--- src/rtl/coin_pkg.sv ---
// Shared types and constants for the coin-slot payer: FSM states, strobe
// encodings and default coin values.
package coin_pkg;

   typedef enum logic [2:0] {
      S_IDLE,
      S_SEL,
      S_DRIVE,
      S_GAP,
      S_WAIT,
      S_FIN
   } state_t;

   localparam logic [1:0] COIN_NONE  = 2'b00;
   localparam logic [1:0] COIN_SMALL = 2'b01;
   localparam logic [1:0] COIN_LARGE = 2'b10;

   localparam int DEF_SMALL_VAL = 1;
   localparam int DEF_LARGE_VAL = 2;

endpackage

--- src/rtl/coin_select.sv ---
// Greedy coin chooser: prefer a large coin while it fits, then small coins,
// and fall back to overpaying with a large coin before declaring exhaustion.
module coin_select #(
   parameter int AMT_W     = 4,
   parameter int CNT_W     = 4,
   parameter int LARGE_VAL = coin_pkg::DEF_LARGE_VAL
) (
   input  logic [AMT_W-1:0] rem,
   input  logic [CNT_W-1:0] stock_small,
   input  logic [CNT_W-1:0] stock_large,
   output logic             choose_large,
   output logic             choose_small,
   output logic             exhausted
);

   always_comb begin
      choose_large = 1'b0;
      choose_small = 1'b0;
      exhausted    = 1'b0;
      if (int'(rem) >= LARGE_VAL && stock_large != '0)
         choose_large = 1'b1;
      else if (stock_small != '0)
         choose_small = 1'b1;
      else if (stock_large != '0)
         choose_large = 1'b1;
      else
         exhausted = 1'b1;
   end

endmodule

--- src/rtl/coin_feeder.sv ---
// Payer side of the coin-slot interface: pays AMOUNT from a finite stock one
// strobe at a time, then waits for the ticket and tallies returned change.
module coin_feeder
   import coin_pkg::*;
#(
   parameter int SMALL_VAL = DEF_SMALL_VAL,
   parameter int LARGE_VAL = DEF_LARGE_VAL,
   parameter int AMT_W     = 4,
   parameter int CNT_W     = 4,
   parameter int GAP       = 1,
   parameter int TIMEOUT   = 8
) (
   input  logic             CLK,
   input  logic             RESET_N,
   input  logic             START,
   input  logic [AMT_W-1:0] AMOUNT,
   input  logic [CNT_W-1:0] AVAIL_SMALL,
   input  logic [CNT_W-1:0] AVAIL_LARGE,
   output logic             M0,
   output logic             M1,
   input  logic             T,
   input  logic             C0,
   input  logic             C1,
   output logic             BUSY,
   output logic             DONE,
   output logic             ERR,
   output logic [CNT_W-1:0] SMALL_USED,
   output logic [CNT_W-1:0] LARGE_USED,
   output logic [AMT_W:0]   CHANGE
);

   localparam int GAP_W  = (GAP > 1) ? $clog2(GAP) : 1;
   localparam int WAIT_W = (TIMEOUT > 1) ? $clog2(TIMEOUT) : 1;

   state_t              state;
   logic [AMT_W-1:0]    rem;
   logic [CNT_W-1:0]    stk_small;
   logic [CNT_W-1:0]    stk_large;
   logic [GAP_W-1:0]    gap_cnt;
   logic [WAIT_W-1:0]   wait_cnt;

   logic                sel_large;
   logic                sel_small;
   logic                sel_exhausted;
   logic [AMT_W-1:0]    coin_val;
   logic [AMT_W-1:0]    rem_after;
   logic [AMT_W+1:0]    change_sum;
   logic [AMT_W:0]      change_next;

   coin_select #(
      .AMT_W     (AMT_W),
      .CNT_W     (CNT_W),
      .LARGE_VAL (LARGE_VAL)
   ) u_select (
      .rem          (rem),
      .stock_small  (stk_small),
      .stock_large  (stk_large),
      .choose_large (sel_large),
      .choose_small (sel_small),
      .exhausted    (sel_exhausted)
   );

   // In DRIVE the registered M0 still identifies which coin is going out.
   always_comb begin
      coin_val  = M0 ? AMT_W'(LARGE_VAL) : AMT_W'(SMALL_VAL);
      rem_after = (rem > coin_val) ? rem - coin_val : '0;
   end

   always_comb begin
      change_sum  = {1'b0, CHANGE}
                  + (C0 ? (AMT_W+2)'(SMALL_VAL) : '0)
                  + (C1 ? (AMT_W+2)'(LARGE_VAL) : '0);
      change_next = change_sum[AMT_W+1] ? '1 : change_sum[AMT_W:0];
   end

   always_ff @(posedge CLK or negedge RESET_N) begin
      if (!RESET_N) begin
         state      <= S_IDLE;
         rem        <= '0;
         stk_small  <= '0;
         stk_large  <= '0;
         gap_cnt    <= '0;
         wait_cnt   <= '0;
         M0         <= 1'b0;
         M1         <= 1'b0;
         BUSY       <= 1'b0;
         DONE       <= 1'b0;
         ERR        <= 1'b0;
         SMALL_USED <= '0;
         LARGE_USED <= '0;
         CHANGE     <= '0;
      end else begin
         {M0, M1} <= COIN_NONE;
         DONE     <= 1'b0;
         ERR      <= 1'b0;
         if (state != S_IDLE)
            CHANGE <= change_next;

         case (state)
            S_IDLE: begin
               if (START) begin
                  rem        <= AMOUNT;
                  stk_small  <= AVAIL_SMALL;
                  stk_large  <= AVAIL_LARGE;
                  SMALL_USED <= '0;
                  LARGE_USED <= '0;
                  CHANGE     <= '0;
                  wait_cnt   <= '0;
                  BUSY       <= 1'b1;
                  state      <= (AMOUNT == '0) ? S_WAIT : S_SEL;
               end
            end

            S_FIN: begin
               BUSY  <= 1'b0;
               state <= S_IDLE;
            end

            default: begin
               // A coin whose strobe is already out counts even if T lands on it.
               if (state == S_DRIVE) begin
                  rem <= rem_after;
                  if (M0) begin
                     stk_large  <= stk_large - CNT_W'(1);
                     LARGE_USED <= LARGE_USED + CNT_W'(1);
                  end else begin
                     stk_small  <= stk_small - CNT_W'(1);
                     SMALL_USED <= SMALL_USED + CNT_W'(1);
                  end
               end

               if (T) begin
                  DONE  <= 1'b1;
                  state <= S_FIN;
               end else begin
                  case (state)
                     S_SEL: begin
                        if (sel_exhausted) begin
                           ERR   <= 1'b1;
                           BUSY  <= 1'b0;
                           state <= S_IDLE;
                        end else begin
                           {M0, M1} <= sel_large ? COIN_LARGE :
                                       (sel_small ? COIN_SMALL : COIN_NONE);
                           state    <= S_DRIVE;
                        end
                     end
                     S_DRIVE: begin
                        gap_cnt  <= '0;
                        wait_cnt <= '0;
                        if (GAP > 0)
                           state <= S_GAP;
                        else if (rem_after != '0)
                           state <= S_SEL;
                        else
                           state <= S_WAIT;
                     end
                     S_GAP: begin
                        if (gap_cnt == GAP_W'(GAP - 1)) begin
                           wait_cnt <= '0;
                           state    <= (rem != '0) ? S_SEL : S_WAIT;
                        end else begin
                           gap_cnt <= gap_cnt + GAP_W'(1);
                        end
                     end
                     S_WAIT: begin
                        if (wait_cnt == WAIT_W'(TIMEOUT - 1)) begin
                           ERR   <= 1'b1;
                           BUSY  <= 1'b0;
                           state <= S_IDLE;
                        end else begin
                           wait_cnt <= wait_cnt + WAIT_W'(1);
                        end
                     end
                     default: begin
                        BUSY  <= 1'b0;
                        state <= S_IDLE;
                     end
                  endcase
               end
            end
         endcase
      end
   end

endmodule

--- config.mk ---
export PLATFORM = sky130hd
export DESIGN_NAME = coin_feeder
export DESIGN_NICKNAME = d
export VERILOG_FILES = /design/src/rtl/coin_pkg.sv /design/src/rtl/coin_select.sv /design/src/rtl/coin_feeder.sv
export SDC_FILE = /design/constraint.sdc
export NUM_CORES = 1
export LEC_CHECK = 0
export ABC_AREA = 1
export BUFFER_PORTS_ARGS = -buffer_cell sky130_fd_sc_hd__buf_4
export CAP_MARGIN = 20
export CORE_ASPECT_RATIO = 1.1
export CORE_MARGIN = 2
export CORE_UTILIZATION = 52
export CTS_CLUSTER_DIAMETER = 120
export DETAILED_ROUTE_END_ITERATION = 7
export HOLD_SLACK_MARGIN = 0.02
export PLACE_DENSITY_LB_ADDON = 0.3
export SETUP_SLACK_MARGIN = 0.5
export SYNTH_ARGS = -nofsm -noshare
export SYNTH_HDL_FRONTEND = slang
export SYNTH_SLANG_ARGS = --single-unit
--- constraint.sdc ---
create_clock -name CLK -period 1.9 [get_ports CLK]
set_input_delay 0.38 -clock CLK [delete_from_list [all_inputs] [get_ports CLK]]
set_output_delay 0.38 -clock CLK [all_outputs]
set_load 0.01 [all_outputs]
# ---- Yosys cells after proc, flatten, opt, wreduce, memory -nomap -nowiden
# Index checks and enable logic that the tools add are counted.
dict set report word_totals {
  reg_bits 37
  latchBits 0
  ramBits 0
  mem_bits_ro 0
  out_inout_bits 18
  mem_count 0
}
dict set report classes {
  addsub 9
  multipliers 0
  n_div 0
  n_lt_le_gt_ge 2
  n_eq_ne 17
  shift 0
  mux 74
  bitwise 3
  n_reduce_logical 20
}
# operator n
set op_table {}
lappend op_table {{2-to-1 mux 4 bit} 14}
lappend op_table {{one-hot mux 4 bit (2 select lines)} 5}
lappend op_table {{2-to-1 mux 3 bit} 10}
lappend op_table {{2-to-1 mux 1 bit} 29}
lappend op_table {{2-to-1 mux 5 bit} 4}
lappend op_table {{nonzero test 4 bit} 4}
lappend op_table {{one-hot mux 3 bit (2 select lines)} 2}
lappend op_table {{one-hot mux 3 bit (4 select lines)} 1}
lappend op_table {{== test 3 bit, second input constant} 3}
lappend op_table {{one-hot mux 3 bit (3 select lines)} 1}
lappend op_table {{AND reduction 3 bit} 3}
lappend op_table {{adder 4 x 1 -> 4 bit, second input constant} 2}
lappend op_table {{2-to-1 mux 2 bit} 4}
lappend op_table {{AND reduction 4 bit} 2}
lappend op_table {{subtractor 4 x 1 -> 4 bit, second input constant} 2}
lappend op_table {{adder 5 x 1 -> 6 bit} 1}
lappend op_table {{adder 6 x 2 -> 6 bit} 1}
lappend op_table {{== test 3 x 2 -> 1 bit, second input constant} 2}
lappend op_table {{inequality test 3 x 1 -> 1 bit, second input constant} 2}
lappend op_table {{one-hot mux 1 bit (2 select lines)} 3}
lappend op_table {{AND reduction 6 bit} 1}
lappend op_table {{nonzero test 2 bit} 3}
lappend op_table {{inequality test 5 x 3 -> 1 bit, second input constant} 1}
lappend op_table {{inequality test 5 bit, second input constant} 1}
lappend op_table {{20 further kinds} 24}

# ---- Longest topological paths before layout
dict set report depth {
  depth_word 9
  mapped_depth 10
}

# ---- By module
# A second synthesis with hierarchy kept.
dict set report hier_totals {
  cells_unflattened 324
  hier_area_um2 2336.0
}
# module instances cells_per_inst area_each_um2 seq_area_each_um2
set by_module_without_submodules {}
lappend by_module_without_submodules {coin_feeder 1 291 2212.1 900.9}
lappend by_module_without_submodules {coin_select 1 33 123.9 0.0}

# ---- Worst setup path after synthesis
# OpenSTA, ideal clock, no wires.
dict set report synth_path {
  path_type {register -> register}
  from {register M0}
  to {register rem[1]}
  setup_ns 0.065
  arrival_ns 1.685
  slack_ns 0.150
  path_stages_with_launch 11
  path_buffers 0
  path_cell_list {dfrtp_1 -> inv_1 -> ha_1 -> fa_1 -> inv_1 -> nand2_1 -> nand2_1 -> nand2_2 -> o21ai_0 -> nand2_1 -> nand2_1}
}
dict set report synth_via {
  elab_chain_len 5
}
# element line
set synth_lines {}
lappend synth_lines {{start: declaration} coin_feeder.sv:19} ;# output logic M0,
lappend synth_lines {{start signal: assignment} coin_feeder.sv:143} ;# {M0, M1} <= sel_large ? COIN_LARGE :
lappend synth_lines {{2-to-1 mux 2 bit (*)} coin_feeder.sv:65} ;# coin_val = M0 ? AMT_W'(LARGE_VAL) : AMT_W'(SMALL_VAL);
lappend synth_lines {{subtractor 4 x 2 -> 4 bit / > comparator 4 x 2 -> 1 bit (equally long branches)} coin_feeder.sv:66} ;# rem_after = (rem > coin_val) ? rem - coin_val : '0;
lappend synth_lines {{2-to-1 mux 4 bit (*)} coin_feeder.sv:66}
lappend synth_lines {{2-to-1 mux 4 bit (*)} coin_feeder.sv:121} ;# if (state == S_DRIVE) begin
lappend synth_lines {{one-hot mux 4 bit (2 select lines) (*)} coin_feeder.sv:99} ;# case (state)
lappend synth_lines {{end signal: assignment} coin_feeder.sv:122} ;# rem <= rem_after;
lappend synth_lines {{end: declaration} coin_feeder.sv:36} ;# logic [AMT_W-1:0] rem;
# Every way passes the cells marked *; elsewhere a longest branch is shown, timed or not. The select of a mux whose other input is x is not followed.
# A chain may end at the register's enable or synchronous reset.

# ---- Worst setup path after layout
# Ends and elaborated chain as after synthesis.

==> impl_metrics.json <==
{
  "status": "finished clean",
  "portBuffers": 35,
  "syn_area_per_cell_sq_um": 7.72,
  "via_per_inst": 5.17,
  "stdcell_count": 407,
  "fin_crit_sh_pct": 82.1,
  "finalSetupViolations": 0,
  "routed_wl_mm": 5.50,
  "cts_sinks": 36,
  "reg2reg_setup_slack_ps": 340,
  "dp_cells": 378,
  "die_w_um": 66.9,
  "die_h_um": 73.2,
  "clockBufferDepth": 2,
  "via_count": 2106,
  "track_usage_pct": 23.4,
  "finClkSkew_ps": 8.14,
  "drive_gt1_share_pct": 33.7,
  "cts_made_buffers": 5,
  "worstReg2RegEnd": "rem[1]",
  "synth_edf_count": 0,
  "synthArstFlopShare_pct": 100,
  "clk_pin_slew_ps": 80,
  "synth_seq_cells": 36,
  "netlist_instances": 293,
  "cts-root-buf": "clkbuf_8",
  "worstSetupPathType": "reg -> reg",
  "fin_util_pct": 70.8,
  "critPathTopFamily": "adder cells",
  "boundaryPins": 36,
  "p_leak_nw": 1.57,
  "cts_hold_buf": 0,
  "ir_drop_mv": 0.812,
  "fmax_mhz": 641,
  "hold_class": "in -> async",
  "start_util_pct": 53.2,
  "num_antenna_cells": 0,
  "synth_fp_nets": 325,
  "min_period_ps": 1560,
  "p_per_area_nw_per_um2": 1780,
  "cp_data_required_time_ps": 2140,
  "drtIter0Drc": 102,
  "syn_to_final_growth_pct": 33.0,
  "cp_num_cells": 10,
  "slowest_delay_ps": 410,
  "ys.flop_type": "dfrtp_1",
  "ys_seq_area_share_pct": 39.8,
  "place_congestion": 0.915,
  "grt.overflow.total": 0,
  "crit_chain": "inv_4, ha_4, fa_2, inv_2, nand2_1, nand2_1, nand2_2, o21ai_2, nand2_1, nand2_1",
  "synth_area_sq_um": 2260,
  "dpl.hpwl_mm": 3.46,
  "reg2reg_depth": 10,
  "grt_pass1_wl_mm": 8.69,
  "hold_ws_ps": 32.1,
  "wl_per_cell_um": 13.5,
  "arrival_ps": 1800,
  "worst_setup_path_start_kind": "flop",
  "slew_headroom_pct": 68.8,
  "hold_viol": 0,
  "rsz0062_at_grt": "yes",
  "antenna_found_initial": 0,
  "finalMaxSlewViolations": 0,
  "setup_tns_ps": 0,
  "critPathCaptureType": "flop",
  "fp-row-count": 25,
  "reg2reg_from": "M0",
  "first_pass_iters": 4,
  "grt_max_degree": 37,
  "dpl_worst_slack_ps": 314,
  "final_net_count": 384,
  "cp_num_buf_inv": 2,
  "cts_tree": "done",
  "drtAntennaViolNets": 0,
  "path_max_fanout": 3,
  "slowest_stage": "dfrtp_2",
  "drc": 0,
  "core_area_sq_um": 4250,
  "ys_warn_count": 0,
  "worstMarginPinSlew_ps": 468,
  "synth.distinct_cells": 29,
  "grt_pass1_vias": 2062,
  "path_common_cell": "nand2_1",
  "insertion_delay_ps": 300,
  "drv_cap": 0,
  "dieArea_sq_um": 4900,
  "layout_setup_ws_ps": 339,
  "h-tree-depth": 2
}
[area by class of cell]
class                   count  area [sq um]
clock inverters             3          46.3
fillers                   336          1240
well taps                  54          67.6
multi-input cells         217          1320
inverters                  35           146
repair buffers             57           454
clock buffers               5          68.8
flip-flops and latches     36           903
[registers in the layout, indices dropped and copies added, names as in the netlist]
name,cells
stk_small,4
M0,1
ERR,1
state,3
BUSY,1
wait_cnt,3
M1,1
stk_large,4
LARGE_USED,4
SMALL_USED,4
rem,4
CHANGE,5
DONE,1
[worst max path at each step]
stage                        end  slack [ps]  from
after floorplan           rem[3]         370    M0
after global placement    rem[3]         360    M0
after detailed placement  rem[3]         310    M0
after CTS                 rem[0]         380    M0
after global routing      rem[3]         240    M0
final                     rem[1]         340    M0
[where the power goes]
part           internal [W]  switching, W  total [W]
sequential          0.00110      0.000348    0.00145
combinational       0.00140       0.00180    0.00320
clock              0.000395      0.000312   0.000707
total               0.00289       0.00246    0.00535
[timing repair]
item / in CTS / in global routing
resized for setup: 19 / 30
hold endpoints to repair: 0 / 0
buffers inserted: 11 / 9
pin swaps: 10 / 10
endpoints found under the setup margin: 19 / 34
cloned: 1 / 0
[cell usage in the layout (no fill, tap or decap), types with 3 or more instances in the layout]
cell	synthesis	layout
ha_4	0	3
xor2_1	6	6
dfrtp_1	36	34
buf_4	0	51
nand2_2	1	7
nand3_2	2	4
ha_1	12	8
nand2_1	94	87
a21oi_1	11	9
o21ai_0	9	5
clkbuf_8	0	5
nand3_1	30	28
nor2_1	22	17
inv_2	3	9
nand4_1	4	4
o21ai_1	5	8
inv_1	31	22
nor2_4	1	5
inv_4	1	3
nand2_4	3	3
o21ai_2	3	4
buf_6	5	5
[cells by family (layout without fill, tap and decap cells)]
group	Yosys count	after routing	synth area share, %
compound gates	33	33	8.73
flops	36	36	39.8
fa+ha+maj	14	14	8.40
xor+xnor	6	6	2.32
buf+inv	41	100	8.57
simple gates	163	164	32.2
[synth_stat cells (3+ instances only)]
cell	count	area, sq um
inv_2	3	11.3
dfrtp_1	36	901
buf_6	5	56.3
o21ai_2	3	26.3
nand4_1	4	25.0
nand3_1	30	150
inv_1	31	116
o21ai_0	9	45.0
xor2_1	6	52.6
ha_1	12	150
nor2_1	22	82.6
o21ai_1	5	25.0
a21oi_1	11	55.1
nand2_1	94	353
nand2_4	3	33.8
[layer usage]
metal / global-route usage [%] / wire length, um
met1: 27.7 / 2380
met3: 4.94 / 189
met2: 40.7 / 2810
met4: 10.2 / 115
met5: 0 / 0
[through the flow]
step                      power [W]  area, sq um
after floorplan             0.00330         2290
after global placement      0.00382         2570
after detailed placement    0.00390         2570
after CTS                   0.00500         2850
after global routing        0.00582         3010
final                       0.00535         3010
Note: power is estimated with default switching activity, not from simulation.
